File: src/rtl/mips_pkg.sv
// Shared register-file writeback types and widths.
package mips_pkg;

   localparam int unsigned REG_W  = 5;
   localparam int unsigned DATA_W = 32;

   localparam logic [REG_W-1:0] REG_ZERO = '0;

   // One pending register-file write: destination register and value.
   typedef struct packed {
      logic [REG_W-1:0]  wreg;
      logic [DATA_W-1:0] data;
   } wb_entry_t;

endpackage

File: src/rtl/wb_fifo.sv
// MDU result FIFO: DEPTH-entry circular buffer with occupancy count and a
// per-entry valid/register view for the hazard CAM.
// Optional macro MIPS_WB_FWD_EN exposes entry data and the read pointer.
module wb_fifo
   import mips_pkg::*;
#(
   parameter int unsigned DEPTH = 4
) (
   input  logic                         clk,
   input  logic                         rst_n,
   input  logic                         push,
   input  wb_entry_t                    push_ent,
   input  logic                         pop,
   output wb_entry_t                    head,
   output logic [$clog2(DEPTH):0]       cnt,
   output logic [DEPTH-1:0]             ent_vld,
   output logic [DEPTH-1:0][REG_W-1:0]  ent_reg
`ifdef MIPS_WB_FWD_EN
   ,
   output logic [DEPTH-1:0][DATA_W-1:0] ent_data,
   output logic [$clog2(DEPTH)-1:0]     rd_ptr
`endif
);

   localparam int unsigned PW = $clog2(DEPTH);

   wb_entry_t          mem_q [DEPTH];
   logic [DEPTH-1:0]   vld_q;
   logic [PW-1:0]      wr_ptr_q, rd_ptr_q;
   logic [PW:0]        cnt_q, cnt_d;

   // Occupancy next state; push and pop together leave it unchanged.
   always_comb begin
      cnt_d = cnt_q;
      if (push && !pop) cnt_d = cnt_q + 1'b1;
      else if (!push && pop) cnt_d = cnt_q - 1'b1;
   end

   // Storage, valid bits and pointers; pointers wrap naturally (DEPTH is 2^n).
   always_ff @(posedge clk or negedge rst_n) begin
      if (!rst_n) begin
         mem_q    <= '{default: '0};
         vld_q    <= '0;
         wr_ptr_q <= '0;
         rd_ptr_q <= '0;
         cnt_q    <= '0;
      end else begin
         if (push) begin
            mem_q[wr_ptr_q] <= push_ent;
            vld_q[wr_ptr_q] <= 1'b1;
            wr_ptr_q        <= wr_ptr_q + 1'b1;
         end
         if (pop) begin
            vld_q[rd_ptr_q] <= 1'b0;
            rd_ptr_q        <= rd_ptr_q + 1'b1;
         end
         cnt_q <= cnt_d;
      end
   end

   // Flatten the entry array for the compare logic in the arbiter.
   always_comb begin
      ent_reg = '0;
`ifdef MIPS_WB_FWD_EN
      ent_data = '0;
`endif
      for (int unsigned i = 0; i < DEPTH; i++) begin
         ent_reg[i] = mem_q[i].wreg;
`ifdef MIPS_WB_FWD_EN
         ent_data[i] = mem_q[i].data;
`endif
      end
   end

   assign head    = mem_q[rd_ptr_q];
   assign cnt     = cnt_q;
   assign ent_vld = vld_q;
`ifdef MIPS_WB_FWD_EN
   assign rd_ptr  = rd_ptr_q;
`endif

endmodule

File: src/rtl/wb_write_arbiter.sv
// Register-file write port arbiter: pipeline writeback has priority, MDU
// results queue in wb_fifo and retire in free slots. Reports pending-write
// hazards and requests a bubble when the queue starves or fills.
// Optional macro MIPS_WB_FWD_EN adds fwd_hit/fwd_data forwarding outputs.
module wb_write_arbiter
   import mips_pkg::*;
#(
   parameter int unsigned DEPTH      = 4,
   parameter int unsigned STARVE_MAX = 8
) (
   input  logic                   clk,
   input  logic                   rst_n,
   input  logic                   alu_vld,
   input  logic [REG_W-1:0]       alu_reg,
   input  logic [DATA_W-1:0]      alu_data,
   input  logic                   mdu_vld,
   output logic                   mdu_ready,
   input  logic [REG_W-1:0]       mdu_reg,
   input  logic [DATA_W-1:0]      mdu_data,
   output logic                   reg_wr,
   output logic [REG_W-1:0]       wr_reg,
   output logic [DATA_W-1:0]      wr_data,
   input  logic [REG_W-1:0]       chk_reg,
   output logic                   chk_busy,
   output logic                   stall_req,
   output logic [$clog2(DEPTH):0] fifo_cnt
`ifdef MIPS_WB_FWD_EN
   ,
   output logic                   fwd_hit,
   output logic [DATA_W-1:0]      fwd_data
`endif
);

   localparam int unsigned CW = $clog2(DEPTH) + 1;
   localparam int unsigned SW = $clog2(STARVE_MAX + 1);

   logic                     slot_used, pop, push;
   wb_entry_t                head;
   logic [CW-1:0]            cnt;
   logic [DEPTH-1:0]         ent_vld;
   logic [DEPTH-1:0][REG_W-1:0] ent_reg;
`ifdef MIPS_WB_FWD_EN
   logic [DEPTH-1:0][DATA_W-1:0] ent_data;
   logic [CW-2:0]            rd_ptr;
`endif

   logic                     reg_wr_q, reg_wr_d;
   logic [REG_W-1:0]         wr_reg_q, wr_reg_d;
   logic [DATA_W-1:0]        wr_data_q, wr_data_d;
   logic [SW-1:0]            starve_q, starve_d;

   wb_fifo #(.DEPTH(DEPTH)) u_fifo (
      .clk      (clk),
      .rst_n    (rst_n),
      .push     (push),
      .push_ent ('{wreg: mdu_reg, data: mdu_data}),
      .pop      (pop),
      .head     (head),
      .cnt      (cnt),
      .ent_vld  (ent_vld),
      .ent_reg  (ent_reg)
`ifdef MIPS_WB_FWD_EN
      ,
      .ent_data (ent_data),
      .rd_ptr   (rd_ptr)
`endif
   );

   assign mdu_ready = (cnt < CW'(DEPTH));

   // Slot arbitration, write-port selection and starve counter next state.
   always_comb begin
      slot_used = alu_vld && (alu_reg != REG_ZERO);
      pop       = !slot_used && (cnt != '0);
      push      = mdu_vld && mdu_ready && (mdu_reg != REG_ZERO);
      reg_wr_d  = slot_used || pop;
      wr_reg_d  = wr_reg_q;
      wr_data_d = wr_data_q;
      if (slot_used) begin
         wr_reg_d  = alu_reg;
         wr_data_d = alu_data;
      end else if (pop) begin
         wr_reg_d  = head.wreg;
         wr_data_d = head.data;
      end
      starve_d = starve_q;
      if (pop || (cnt == '0)) starve_d = '0;
      else if (starve_q != SW'(STARVE_MAX)) starve_d = starve_q + 1'b1;
   end

   // Registered write port and starve counter.
   always_ff @(posedge clk or negedge rst_n) begin
      if (!rst_n) begin
         reg_wr_q  <= 1'b0;
         wr_reg_q  <= '0;
         wr_data_q <= '0;
         starve_q  <= '0;
      end else begin
         reg_wr_q  <= reg_wr_d;
         wr_reg_q  <= wr_reg_d;
         wr_data_q <= wr_data_d;
         starve_q  <= starve_d;
      end
   end

   // Hazard CAM over valid entries; an entry popping this cycle still matches.
   always_comb begin
      chk_busy = 1'b0;
      for (int unsigned i = 0; i < DEPTH; i++) begin
         if (ent_vld[i] && (ent_reg[i] == chk_reg) && (chk_reg != REG_ZERO))
            chk_busy = 1'b1;
      end
   end

`ifdef MIPS_WB_FWD_EN
   // Forwarding: walk oldest to newest so the newest FIFO match wins, then
   // let a matching pipeline result (always younger) override it.
   always_comb begin
      logic [CW-2:0] idx;
      fwd_hit  = 1'b0;
      fwd_data = '0;
      idx      = '0;
      if (chk_reg != REG_ZERO) begin
         for (int unsigned k = 0; k < DEPTH; k++) begin
            idx = rd_ptr + (CW-1)'(k);
            if ((k < 32'(cnt)) && (ent_reg[idx] == chk_reg)) begin
               fwd_hit  = 1'b1;
               fwd_data = ent_data[idx];
            end
         end
         if (slot_used && (alu_reg == chk_reg)) begin
            fwd_hit  = 1'b1;
            fwd_data = alu_data;
         end
      end
   end
`endif

   // Stall is decoded purely from registered state, so it drops the cycle
   // after the pop that clears the starve counter or relieves a full FIFO.
   assign stall_req = (starve_q == SW'(STARVE_MAX)) || (cnt == CW'(DEPTH));
   assign reg_wr    = reg_wr_q;
   assign wr_reg    = wr_reg_q;
   assign wr_data   = wr_data_q;
   assign fifo_cnt  = cnt;

endmodule

File: config.mk
export PLATFORM = sky130hd
export DESIGN_NAME = wb_write_arbiter
export DESIGN_NICKNAME = d
export VERILOG_FILES = /design/src/rtl/mips_pkg.sv /design/src/rtl/wb_fifo.sv /design/src/rtl/wb_write_arbiter.sv
export SDC_FILE = /design/constraint.sdc
export NUM_CORES = 1
export LEC_CHECK = 0
export ABC_AREA = 1
export CORE_MARGIN = 2
export CORE_UTILIZATION = 62
export CTS_BUF_LIST = sky130_fd_sc_hd__clkbuf_8
export DETAILED_ROUTE_END_ITERATION = 8
export HOLD_SLACK_MARGIN = 0.15
export PLACE_DENSITY = 0.94
export SKIP_LAST_GASP = 1
export SLEW_MARGIN = 20
export SYNTH_ARGS = -nofsm -noshare
export SYNTH_HDL_FRONTEND = slang
export SYNTH_HIERARCHICAL = 1
export SYNTH_SLANG_ARGS = --single-unit
File: constraint.sdc
create_clock -name clk -period 5.6 [get_ports clk]
set_input_delay 0.56 -clock clk [delete_from_list [all_inputs] [get_ports clk]]
set_output_delay 0.56 -clock clk [all_outputs]
set_load 0.01 [all_outputs]
==> results of run 1 <==
## power by group
group | internal [W] | switching, W | leakage [nW] | total [W]
registers | 0.00211 | 0.000425 | 2.52 | 0.00254
logic | 0.00103 | 0.00155 | 2.96 | 0.00258
clock network | 0.000606 | 0.000545 | 0.347 | 0.00115
total | 0.00375 | 0.00252 | 5.82 | 0.00627
## cell families after synthesis
kind of cell               Yosys count  synth area share
AOI/OAI and AO/OA                  232            0.1344
xor gates and xnor gates             5          0.004374
adders and majority gates           12           0.01574
buffers and inverters              251            0.1321
DFF                                201            0.5023
and+or+nand+nor                    528            0.2110
## cell usage after synthesis (all sizes together)
library cell	n	area, um^2
nand4	1	6.260
nand3	79	395.4
xor2	3	26.28
nor3	2	10.01
dfrtp	201	5030
nor3b	1	7.510
ha	11	137.6
nand3b	1	7.510
fa	1	20.02
nor2	26	105.1
clkbuf	16	60.06
xnor2	2	17.52
o211ai	74	555.5
buf	75	661.9
nand2	418	1582
o21ai	155	775.7
a21oi	3	15.01
inv	160	600.6
## how the worst min path moves through the flow
stage	startpoint	cells past startpoint	slack, ns	endpoint
final	wr_reg[1]$_DFFE_PN0P_	2	0.48	wr_reg[1]$_DFFE_PN0P_
after CTS	wr_reg[1]$_DFFE_PN0P_	2	0.49	wr_reg[1]$_DFFE_PN0P_
after detailed placement	wr_data[4]$_DFFE_PN0P_	2	0.47	wr_data[4]$_DFFE_PN0P_
after global placement	wr_data[18]$_DFFE_PN0P_	2	0.46	wr_data[18]$_DFFE_PN0P_
after global routing	wr_reg[1]$_DFFE_PN0P_	2	0.50	wr_reg[1]$_DFFE_PN0P_
after floorplan	rst_n	0	0.26	reg_wr$_DFF_PN0_
## final cells by class
cell class,count,area (um^2),share of cell area
Sequential cell,201,5030,0.4374
Tap cell,216,270.3,0.02350
Timing Repair Buffer,137,1350,0.1174
Clock buffer,38,523.0,0.04548
Clock inverter,15,61.31,0.005332
Inverter,160,603.1,0.05245
Multi-Input combinational cell,777,3661,0.3184
## routing by layer
metal | routed length, um | track usage | vias to the layer above
met5 | 0 | 0 | -
met4 | 458 | 0.08198 | 0
met3 | 2102 | 0.05073 | 52
met2 | 11450 | 0.4739 | 396
met1 | 10000 | 0.3935 | 4003
li1 | - | - | 4039
## per-stage QoR
step,instance area [um^2],setup WS (ns)
after CTS,11500,2.699
final,11500,2.672
after detailed placement,10900,2.286
after global routing,11500,2.567
after floorplan,10010,3.217
after global placement,10900,2.414
## critical path: stages
cell             delay [ns]
clkdlybuf4s50_1        0.60
inv_1                  0.13
nand2_1                0.08
nand2_1                0.06
nor2_1                 0.13
nand3_1                0.09
nand2_1                0.06
nor2_1                 0.04
nor2_1                 0.07
clkdlybuf4s50_1        0.55
## what timing repair did
action                                  CTS  global route
endpoints found under the setup margin    0             0
hold buffers                              1             0
hold endpoints to repair                 78             0
==> impl_metrics.prom, run 1 <==
# TYPE chip_impl_metric gauge
chip_impl_info{name="most-common-layout-cells",value="nand2_1, dfrtp_1, inv_1, clkdlybuf4s50_1, o21ai_1"} 1
chip_impl_metric{name="layout-area-overhead-vs-synth",unit="%"} 14.83
chip_impl_metric{name="numCtsBuffers",unit=""} 31
chip_impl_metric{name="placement_rows",unit=""} 46
chip_impl_metric{name="fill_cells",unit=""} 1103
chip_impl_metric{name="setup-tns-final",unit="ns"} 0
chip_impl_metric{name="number_of_antenna_repair_diodes",unit=""} 0
chip_impl_metric{name="latest_clock_arrival_within_the_worst_skew_pair",unit="ns"} 0.55
chip_impl_metric{name="avgViaCountPerCell",unit=""} 5.499
chip_impl_metric{name="total_grt_usage",unit=""} 0.2866
chip_impl_metric{name="post-route-min-period",unit="ns"} 2.928
chip_impl_metric{name="period_utilization",unit=""} 0.5228
chip_impl_metric{name="placeableCoreArea",unit="mm^2"} 0.01583
chip_impl_info{name="critical_path.endpoint_type",value="primary output"} 1
chip_impl_info{name="layout.cells.most_common",value="nand2_1"} 1
chip_impl_info{name="path_class",value="input pin to primary output"} 1
chip_impl_metric{name="worst_relative_slew_slack",unit=""} 0.4001
chip_impl_metric{name="cts_setup_buffers",unit=""} 0
chip_impl_metric{name="detailroute.via_count",unit=""} 8490
chip_impl_metric{name="post-place-cells",unit=""} 1490
chip_impl_metric{name="drt_first_pass_iters",unit=""} 6
chip_impl_metric{name="post_layout_nonfiller_instances",unit=""} 1544
chip_impl_metric{name="worst_hold_slack",unit="ns"} 0.4832
chip_impl_metric{name="grt_pass1_wl",unit="um"} 39370
chip_impl_info{name="timing.critical_path.from_type",value="input pin"} 1
chip_impl_metric{name="ys_seq_elements",unit=""} 201
chip_impl_metric{name="final_nets",unit=""} 1403
chip_impl_info{name="status",value="finished, final reports clean"} 1
chip_impl_metric{name="route.detailed.drc",unit=""} 0
chip_impl_info{name="clk_root_buffer_cell",value="clkbuf_8"} 1
chip_impl_metric{name="ff2ff_setup_slack",unit="ns"} 3.08
chip_impl_metric{name="synth_cell_area",unit="mm^2"} 0.01001
chip_impl_metric{name="place.detailed.hpwl",unit="um"} 15140
chip_impl_metric{name="final_antenna_net_count",unit=""} 0
chip_impl_metric{name="chip_width",unit="um"} 131.1
chip_impl_metric{name="ioPinCount",unit=""} 127
chip_impl_metric{name="finish.utilization",unit=""} 0.7265
chip_impl_metric{name="worstRegToRegCells",unit=""} 7
chip_impl_metric{name="setup_viol",unit=""} 0
chip_impl_metric{name="grt_max_degree",unit=""} 90
chip_impl_metric{name="grt_antenna_before_repair",unit=""} 0
chip_impl_metric{name="place.gp.congestion",unit=""} 0.8874
chip_impl_metric{name="synth.net_count",unit=""} 1324
chip_impl_metric{name="cts.sinks",unit=""} 201
chip_impl_info{name="hold_path.class",value="flip-flop to flip-flop"} 1
chip_impl_metric{name="synth_cells",unit=""} 1229
chip_impl_metric{name="leakage",unit="nW"} 5.823
chip_impl_info{name="r2r-start",value="u_fifo/rd_ptr_q[0]$_DFFE_PN0P_"} 1
chip_impl_info{name="critical_path.endpoint",value="chk_busy"} 1
chip_impl_metric{name="maxCapViolations",unit=""} 0
chip_impl_metric{name="postRouteWirelength",unit="um"} 24010
chip_impl_metric{name="drive_above_1_share",unit=""} 0.04669
chip_impl_metric{name="worstMarginPinSlew",unit="ns"} 0.8978
chip_impl_metric{name="initialDrtViolationCount",unit=""} 689
chip_impl_metric{name="dieHeight",unit="um"} 131.1
chip_impl_metric{name="synth_cell_type_count",unit=""} 25
chip_impl_metric{name="slew_viol_final",unit=""} 0
chip_impl_metric{name="vias_in_the_first_global_route",unit=""} 8265
chip_impl_metric{name="pnr_total_power",unit="W"} 0.006274
chip_impl_metric{name="place.port_buffers",unit=""} 126
chip_impl_metric{name="clk_pin_slew_worst_paths",unit="ns"} 0.06
chip_impl_info{name="timing.rr.end",value="wr_data[17]$_DFFE_PN0P_"} 1
chip_impl_metric{name="clockBufferDepth",unit=""} 3
chip_impl_metric{name="cp.required",unit="ns"} 5.04
chip_impl_metric{name="ys.warnings.count",unit=""} 6
chip_impl_metric{name="cp.arrival",unit="ns"} 2.37
chip_impl_metric{name="clock.fmax",unit="MHz"} 341.6
chip_impl_info{name="setup_repair_after_global_routing_missed_its_margin",value="no"} 1
chip_impl_metric{name="initial_utilization",unit=""} 0.6326
chip_impl_metric{name="route.detailed.wl_per_inst",unit="um"} 15.55
chip_impl_metric{name="vdd.ir_drop.worst",unit="uV"} 273.6
chip_impl_metric{name="report.final.hold_viol_count",unit=""} 0
chip_impl_info{name="worstSetupStartpoint",value="chk_reg[1]"} 1
chip_impl_metric{name="cellPowerDensity",unit="mW/mm^2"} 545.7
chip_impl_metric{name="synth_seq_area_share",unit=""} 0.5023
chip_impl_info{name="tritoncts_clock_tree",value="built"} 1
chip_impl_metric{name="gr-total-overflow",unit=""} 0
chip_impl_metric{name="clock_skew",unit="ns"} 0.01891
chip_impl_metric{name="floorplan.die_area",unit="mm^2"} 0.01718
chip_impl_metric{name="timing.critical_path.fanout_max",unit=""} 6
chip_impl_metric{name="largest_register_ffs",unit=""} 128
chip_impl_metric{name="h_tree_depth",unit=""} 1
chip_impl_metric{name="syn-mean-instance-area",unit="um^2"} 8.148
chip_impl_metric{name="post_cts_resize_count",unit=""} 0
Power figures use the tool's default switching activity.
==> inputs of run 2 (changes only) <==
--- a/config.mk
+++ b/config.mk
@@ -7,11 +7,11 @@
 export LEC_CHECK = 0
 export ABC_AREA = 1
 export CORE_MARGIN = 2
-export CORE_UTILIZATION = 62
+export CORE_UTILIZATION = 58
 export CTS_BUF_LIST = sky130_fd_sc_hd__clkbuf_8
 export DETAILED_ROUTE_END_ITERATION = 8
 export HOLD_SLACK_MARGIN = 0.15
-export PLACE_DENSITY = 0.94
+export PLACE_DENSITY = 0.89
 export SKIP_LAST_GASP = 1
 export SLEW_MARGIN = 20
 export SYNTH_ARGS = -nofsm -noshare
==> constraint.sdc (replaced) <==
create_clock -name clk -period 3.01 [get_ports clk]
set_input_delay 0.301 -clock clk [delete_from_list [all_inputs] [get_ports clk]]
set_output_delay 0.301 -clock clk [all_outputs]
set_load 0.01 [all_outputs]
==> impl_metrics.prom, run 2 (synthesis results as in run 1) <==
# TYPE chip_impl_metric gauge
chip_impl_info{name="status",value="finished, final reports clean"} 1
chip_impl_metric{name="cp.required",unit="ns"} 2.71
chip_impl_info{name="most-common-layout-cells",value="nand2_1, dfrtp_1, inv_1, clkdlybuf4s50_1, o21ai_1"} 1
chip_impl_metric{name="maxCapViolations",unit=""} 0
chip_impl_metric{name="numCtsBuffers",unit=""} 34
chip_impl_metric{name="cts.sinks",unit=""} 201
chip_impl_metric{name="drt_first_pass_iters",unit=""} 5
chip_impl_metric{name="drive_above_1_share",unit=""} 0.05667
chip_impl_info{name="setup_repair_after_global_routing_missed_its_margin",value="no"} 1
chip_impl_info{name="critical_path.endpoint_type",value="primary output"} 1
chip_impl_metric{name="avgViaCountPerCell",unit=""} 5.412
chip_impl_metric{name="ioPinCount",unit=""} 127
chip_impl_metric{name="postPlaceCellArea",unit="mm^2"} 0.01107
chip_impl_metric{name="worstMarginPinSlew",unit="ns"} 0.7721
chip_impl_metric{name="final_design_area_no_fill",unit="mm^2"} 0.01173
chip_impl_metric{name="report.final.hold_viol_count",unit=""} 0
chip_impl_info{name="tritoncts_clock_tree",value="built"} 1
chip_impl_info{name="layout.cells.most_common",value="nand2_1"} 1
chip_impl_metric{name="layout-area-overhead-vs-synth",unit="%"} 17.17
chip_impl_metric{name="period_utilization",unit=""} 0.7923
chip_impl_metric{name="grt_pass1_wl",unit="um"} 40010
chip_impl_metric{name="slew_viol_final",unit=""} 0
chip_impl_info{name="r2r-start",value="u_fifo/cnt[0]$_DFFE_PN0P_"} 1
chip_impl_metric{name="grt_antenna_before_repair",unit=""} 1
chip_impl_info{name="path_class",value="input pin to primary output"} 1
chip_impl_metric{name="placement_rows",unit=""} 48
chip_impl_metric{name="detailroute.via_count",unit=""} 8480
chip_impl_metric{name="post-route-min-period",unit="ns"} 2.385
chip_impl_metric{name="setup_ws",unit="ns"} 0.6250
chip_impl_metric{name="initialDrtViolationCount",unit=""} 795
chip_impl_metric{name="dieHeight",unit="um"} 135.4
chip_impl_metric{name="setup-tns-final",unit="ns"} 0
chip_impl_metric{name="place_ws",unit="ns"} 0.6355
chip_impl_metric{name="floorplan.die_area",unit="mm^2"} 0.01833
chip_impl_metric{name="total_grt_usage",unit=""} 0.2735
chip_impl_metric{name="gr-total-overflow",unit=""} 0
chip_impl_metric{name="worst_relative_slew_slack",unit=""} 0.4845
chip_impl_info{name="worstSetupStartpoint",value="chk_reg[1]"} 1
chip_impl_metric{name="vdd.ir_drop.worst",unit="uV"} 591.1
chip_impl_metric{name="clock_skew",unit="ns"} 0.03194
chip_impl_metric{name="h_tree_depth",unit=""} 2
chip_impl_metric{name="cp.arrival",unit="ns"} 2.08
chip_impl_metric{name="placeableCoreArea",unit="mm^2"} 0.01706
chip_impl_metric{name="place.gp.congestion",unit=""} 0.8594
chip_impl_metric{name="initial_utilization",unit=""} 0.5871
chip_impl_metric{name="final_antenna_net_count",unit=""} 0
chip_impl_metric{name="final_nets",unit=""} 1416
chip_impl_metric{name="clk_pin_slew_worst_paths",unit="ns"} 0.06
chip_impl_metric{name="pnr_total_power",unit="W"} 0.01199
chip_impl_metric{name="cellPowerDensity",unit="mW/mm^2"} 1022
chip_impl_metric{name="largest_register_ffs",unit=""} 128
chip_impl_metric{name="route.detailed.drc",unit=""} 0
chip_impl_metric{name="place.detailed.hpwl",unit="um"} 15470
chip_impl_metric{name="clockBufferDepth",unit=""} 3
chip_impl_metric{name="clock.fmax",unit="MHz"} 419.3
chip_impl_metric{name="leakage",unit="nW"} 5.918
chip_impl_metric{name="setup_viol",unit=""} 0
chip_impl_metric{name="postRouteWirelength",unit="um"} 24280
chip_impl_info{name="hold_path.class",value="input pin to async pin"} 1
chip_impl_info{name="timing.critical_path.from_type",value="input pin"} 1
chip_impl_metric{name="route.detailed.wl_per_inst",unit="um"} 15.50
chip_impl_metric{name="vias_in_the_first_global_route",unit=""} 8153
chip_impl_metric{name="chip_width",unit="um"} 135.4
chip_impl_metric{name="place.port_buffers",unit=""} 126
chip_impl_metric{name="timing.critical_path.fanout_max",unit=""} 6
chip_impl_metric{name="latest_clock_arrival_within_the_worst_skew_pair",unit="ns"} 0.52
chip_impl_info{name="clk_root_buffer_cell",value="clkbuf_8"} 1
chip_impl_metric{name="grt_max_degree",unit=""} 78
==> run 2: changes by cell type in the layout (fill, tap and decap cells not counted) <==
cell | previous run | this run
clkbuf_8 | 39 | 41
buf_12 | 0 | 6
inv_1 | 168 | 167
diode_2 | 0 | 1
buf_4 | 10 | 14
clkinv_2 | 4 | 1
inv_6 | 0 | 1
bufinv_16 | 0 | 1
clkinvlp_4 | 0 | 3
==> run 2: per-layer routing <==
layer	wire, um	track usage	share of wire	up-vias
met1	10390	0.3782	0.43	4014
met3	2027	0.05836	0.083	44
li1	-	-	-	4064
met2	11410	0.4394	0.47	358
met5	0	0	0	-
met4	452	0.08044	0.019	0
==> run 2: path summary, 6_finish.rpt <==
kind	slack (ns)	end	depth (start not counted)
hold / removal	0.32	reg_wr$_DFF_PN0_	2
max in group asynchronous	1.90	wr_data[22]$_DFFE_PN0P_	3
hold reg to reg	0.48	wr_data[2]$_DFFE_PN0P_	2
setup / recovery	0.63	chk_busy	10
min in group clk	0.34	wr_data[23]$_DFFE_PN0P_	3
setup reg to reg	0.90	wr_data[16]$_DFFE_PN0P_	8
==> run 2: final cells by class <==
| cell class | instances | area [um^2] |
|---|---|---|
| fillers | 1341 | 5324 |
| well taps | 225 | 281.5 |
| inverters | 160 | 603.1 |
| multi-input cells | 777 | 3661 |
| diodes | 1 | 2.502 |
| flip-flops and latches | 201 | 5030 |
| clock inverters | 16 | 103.9 |
| clock buffers | 40 | 550.5 |
| repair buffers | 147 | 1500 |
==> run 2: repair_timing <==
item | CTS | global route
setup buffers | 0 | 0
hold buffers | 1 | 0
gates resized for setup | 0 | 0
endpoints found under the setup margin | 0 | 0
endpoints found under the hold margin | 60 | 0
==> run 2: report_power, final <==
part	switching [W]	leakage, nW	internal (W)
clock network	0.00106	0.364	0.00129
registers	0.000795	2.52	0.00393
logic	0.00290	3.04	0.00201
total	0.00476	5.92	0.00723
==> run 2: metrics by stage <==
stage / std cells / utilization / hold WS (ns)
finish: 1567 / 0.6879 / 0.3217
CTS: 1566 / 0.6877 / 0.3207
floorplan: 1229 / - / 0.005409
detailed placement: 1509 / 0.6488 / 0.3082
global placement: 1509 / 0.6488 / 0.3050
global route: 1566 / 0.6877 / 0.3547
==> run 2: worst max-delay path, cell delays in order <==
cell and delay [ns]:
clkdlybuf4s50_1 0.60, inv_1 0.12, nand2_1 0.07, nand2_1 0.05, nor2_1 0.13, nand3_1 0.09, nand2_1 0.07, nor2_1 0.04
nor2_1 0.07, clkdlybuf4s50_1 0.54
==> inputs of run 3 (changes only) <==
==> constraint.sdc (replaced) <==
create_clock -name clk -period 2.2 [get_ports clk]
set_input_delay 0.22 -clock clk [delete_from_list [all_inputs] [get_ports clk]]
set_output_delay 0.22 -clock clk [all_outputs]
set_load 0.01 [all_outputs]
==> impl_metrics.prom, run 3 (synthesis results as in run 1) <==
# TYPE chip_impl_metric gauge
chip_impl_info{name="status",value="finished, final reports clean"} 1
chip_impl_info{name="hold_path.class",value="input pin to async pin"} 1
chip_impl_metric{name="floorplan.die_area",unit="mm^2"} 0.01833
chip_impl_metric{name="cp.buffers_inverters",unit=""} 2
chip_impl_info{name="r2r-start",value="u_fifo/cnt[0]$_DFFE_PN0P_"} 1
chip_impl_metric{name="place.gp.congestion",unit=""} 0.9333
chip_impl_info{name="setup_repair_after_global_routing_missed_its_margin",value="no"} 1
chip_impl_metric{name="initial_utilization",unit=""} 0.5871
chip_impl_metric{name="placement_rows",unit=""} 48
chip_impl_metric{name="avgViaCountPerCell",unit=""} 5.366
chip_impl_info{name="critical_path.endpoint_type",value="primary output"} 1
chip_impl_metric{name="largest_register_ffs",unit=""} 128
chip_impl_metric{name="cts.sinks",unit=""} 201
chip_impl_metric{name="register_area",unit="mm^2"} 0.005030
chip_impl_metric{name="h_tree_depth",unit=""} 1
chip_impl_metric{name="vias_in_the_first_global_route",unit=""} 8108
chip_impl_metric{name="vdd.ir_drop.worst",unit="uV"} 673.4
chip_impl_metric{name="layout-area-overhead-vs-synth",unit="%"} 16.97
chip_impl_metric{name="ioPinCount",unit=""} 127
chip_impl_metric{name="drt_first_pass_iters",unit=""} 5
chip_impl_metric{name="cp.required",unit="ns"} 1.98
chip_impl_metric{name="setup_viol",unit=""} 0
chip_impl_metric{name="detailroute.via_count",unit=""} 8398
chip_impl_metric{name="clock.fmax",unit="MHz"} 500.1
chip_impl_metric{name="cellPowerDensity",unit="mW/mm^2"} 1360
chip_impl_info{name="crit_chain",value="inv_1 -> ha_1 -> nand2_1 -> o21ai_0 -> dlygate4sd2_1"} 1
chip_impl_metric{name="cp.arrival",unit="ns"} 1.78
chip_impl_info{name="worstSetupStartpoint",value="starve_q[0]$_DFFE_PN0P_"} 1
chip_impl_metric{name="cpPeakStageDelay",unit="ns"} 0.40
chip_impl_metric{name="grt_pass1_wl",unit="um"} 39370
chip_impl_metric{name="setup-tns-final",unit="ns"} 0
chip_impl_info{name="path_class",value="flip-flop to primary output"} 1
chip_impl_metric{name="latest_clock_arrival_within_the_worst_skew_pair",unit="ns"} 0.54
chip_impl_metric{name="grt_antenna_before_repair",unit=""} 0
chip_impl_metric{name="grt_max_degree",unit=""} 67
chip_impl_metric{name="timing.critical_path.fanout_max",unit=""} 4
chip_impl_metric{name="postRouteWirelength",unit="um"} 23740
chip_impl_metric{name="multi_input_area",unit="mm^2"} 0.003664
chip_impl_metric{name="gr-total-overflow",unit=""} 0
chip_impl_metric{name="initialDrtViolationCount",unit=""} 854
chip_impl_metric{name="numCtsBuffers",unit=""} 31
chip_impl_metric{name="drive_above_1_share",unit=""} 0.05448
chip_impl_metric{name="final_nets",unit=""} 1421
chip_impl_metric{name="clock_skew",unit="ns"} 0.007377
chip_impl_metric{name="leakage",unit="nW"} 5.936
chip_impl_metric{name="cts_setup_buffers",unit=""} 0
chip_impl_metric{name="total_grt_usage",unit=""} 0.2651
chip_impl_metric{name="worstMarginPinSlew",unit="ns"} 0.5159
chip_impl_metric{name="route.detailed.drc",unit=""} 0
chip_impl_metric{name="final_antenna_net_count",unit=""} 0
chip_impl_metric{name="slew_viol_final",unit=""} 0
chip_impl_metric{name="worst_relative_slew_slack",unit=""} 0.6561
chip_impl_info{name="family_with_the_most_delay_on_the_worst_path",value="flip-flops"} 1
chip_impl_metric{name="maxCapViolations",unit=""} 0
chip_impl_info{name="clk_root_buffer_cell",value="clkbuf_8"} 1
chip_impl_info{name="timing.critical_path.from_type",value="flip-flop"} 1
chip_impl_info{name="tritoncts_clock_tree",value="built"} 1
chip_impl_metric{name="route.detailed.wl_per_inst",unit="um"} 15.17
chip_impl_metric{name="post-route-min-period",unit="ns"} 2.000
chip_impl_metric{name="number_of_antenna_repair_diodes",unit=""} 0
chip_impl_metric{name="period_utilization",unit=""} 0.9090
chip_impl_info{name="layout.cells.most_common",value="nand2_1"} 1
chip_impl_metric{name="report.final.hold_viol_count",unit=""} 0
chip_impl_info{name="most-common-layout-cells",value="nand2_1, dfrtp_1, inv_1, clkdlybuf4s50_1, o21ai_1"} 1
chip_impl_metric{name="clk_pin_slew_worst_paths",unit="ns"} 0.06
chip_impl_metric{name="place.port_buffers",unit=""} 126
chip_impl_info{name="critPathSlowestCell",value="dfrtp_1"} 1
chip_impl_metric{name="clockBufferDepth",unit=""} 3
chip_impl_metric{name="place.detailed.hpwl",unit="um"} 16010
chip_impl_metric{name="fill_cells",unit=""} 1325
chip_impl_metric{name="placeableCoreArea",unit="mm^2"} 0.01706
chip_impl_metric{name="worst_hold_slack",unit="ns"} 0.2153
chip_impl_metric{name="dieHeight",unit="um"} 135.4
chip_impl_metric{name="chip_width",unit="um"} 135.4
## run 3: changes by cell type in the layout (fill, tap and decap cells not counted), sizes merged
cell,previous run,this run
clkinvlp,3,1
diode,1,0
bufinv,1,0
buf,20,28
clkdlybuf4s50,125,123
inv,171,173
dlygate4sd2,0,2
clkbuf,41,33
## run 3: routing by layer
| metal | vias up | routed length (um) | global-route usage | part of all wire |
|---|---|---|---|---|
| met3 | 47 | 1749 | 0.04527 | 0.074 |
| li1 | 4082 | - | - | - |
| met4 | 0 | 470 | 0.07523 | 0.020 |
| met2 | 300 | 11260 | 0.4334 | 0.47 |
| met1 | 3969 | 10260 | 0.3690 | 0.43 |
| met5 | - | 0 | 0 | 0 |
## run 3: final cells by class
| cell class | count | area share |
|---|---|---|
| Clock buffer | 32 | 0.03760 |
| Clock inverter | 15 | 0.005234 |
| Inverter | 160 | 0.05149 |
| Multi-Input combinational cell | 777 | 0.3128 |
| Sequential cell | 201 | 0.4294 |
| Tap cell | 225 | 0.02404 |
| Timing Repair Buffer | 155 | 0.1394 |
## run 3: where the power goes
group,switching [W],internal [W],total (W)
logic,0.00395,0.00287,0.00682
clock network,0.00133,0.00131,0.00264
registers,0.00109,0.00538,0.00647
total,0.00637,0.00957,0.0159
## run 3: stage by stage
stage / setup WS (ns) / instances / total power (W) / util / cell area (um^2)
floorplan: 0.1204 / 1229 / 0.01118 / - / 10010
CTS: 0.1937 / 1565 / 0.01595 / 0.6865 / 11710
global placement: 0.04208 / 1517 / 0.01284 / 0.6567 / 11200
finish: 0.2002 / 1565 / 0.01593 / 0.6867 / 11710
detailed placement: 0.02027 / 1517 / 0.01325 / 0.6567 / 11200
global route: 0.04541 / 1565 / 0.01721 / 0.6867 / 11710
## run 3: worst paths after layout
check	end	slack [ns]	cells after the start
min reg2reg	wr_data[12]$_DFFE_PN0P_	0.48	2
min	wr_data[12]$_DFFE_PN0P_	0.22	2
max in group asynchronous	wr_data[22]$_DFFE_PN0P_	1.22	3
min in group clk	wr_data[10]$_DFFE_PN0P_	0.24	3
max reg2reg	u_fifo/cnt[2]$_DFFE_PN0P_	0.24	12
max	stall_req	0.20	5
## run 3: timing repair
item / in CTS / in global routing
hold endpoints to repair: 173 / 0
resized for setup: 2 / 1
setup endpoints to repair: 2 / 1
hold buffers: 1 / 0
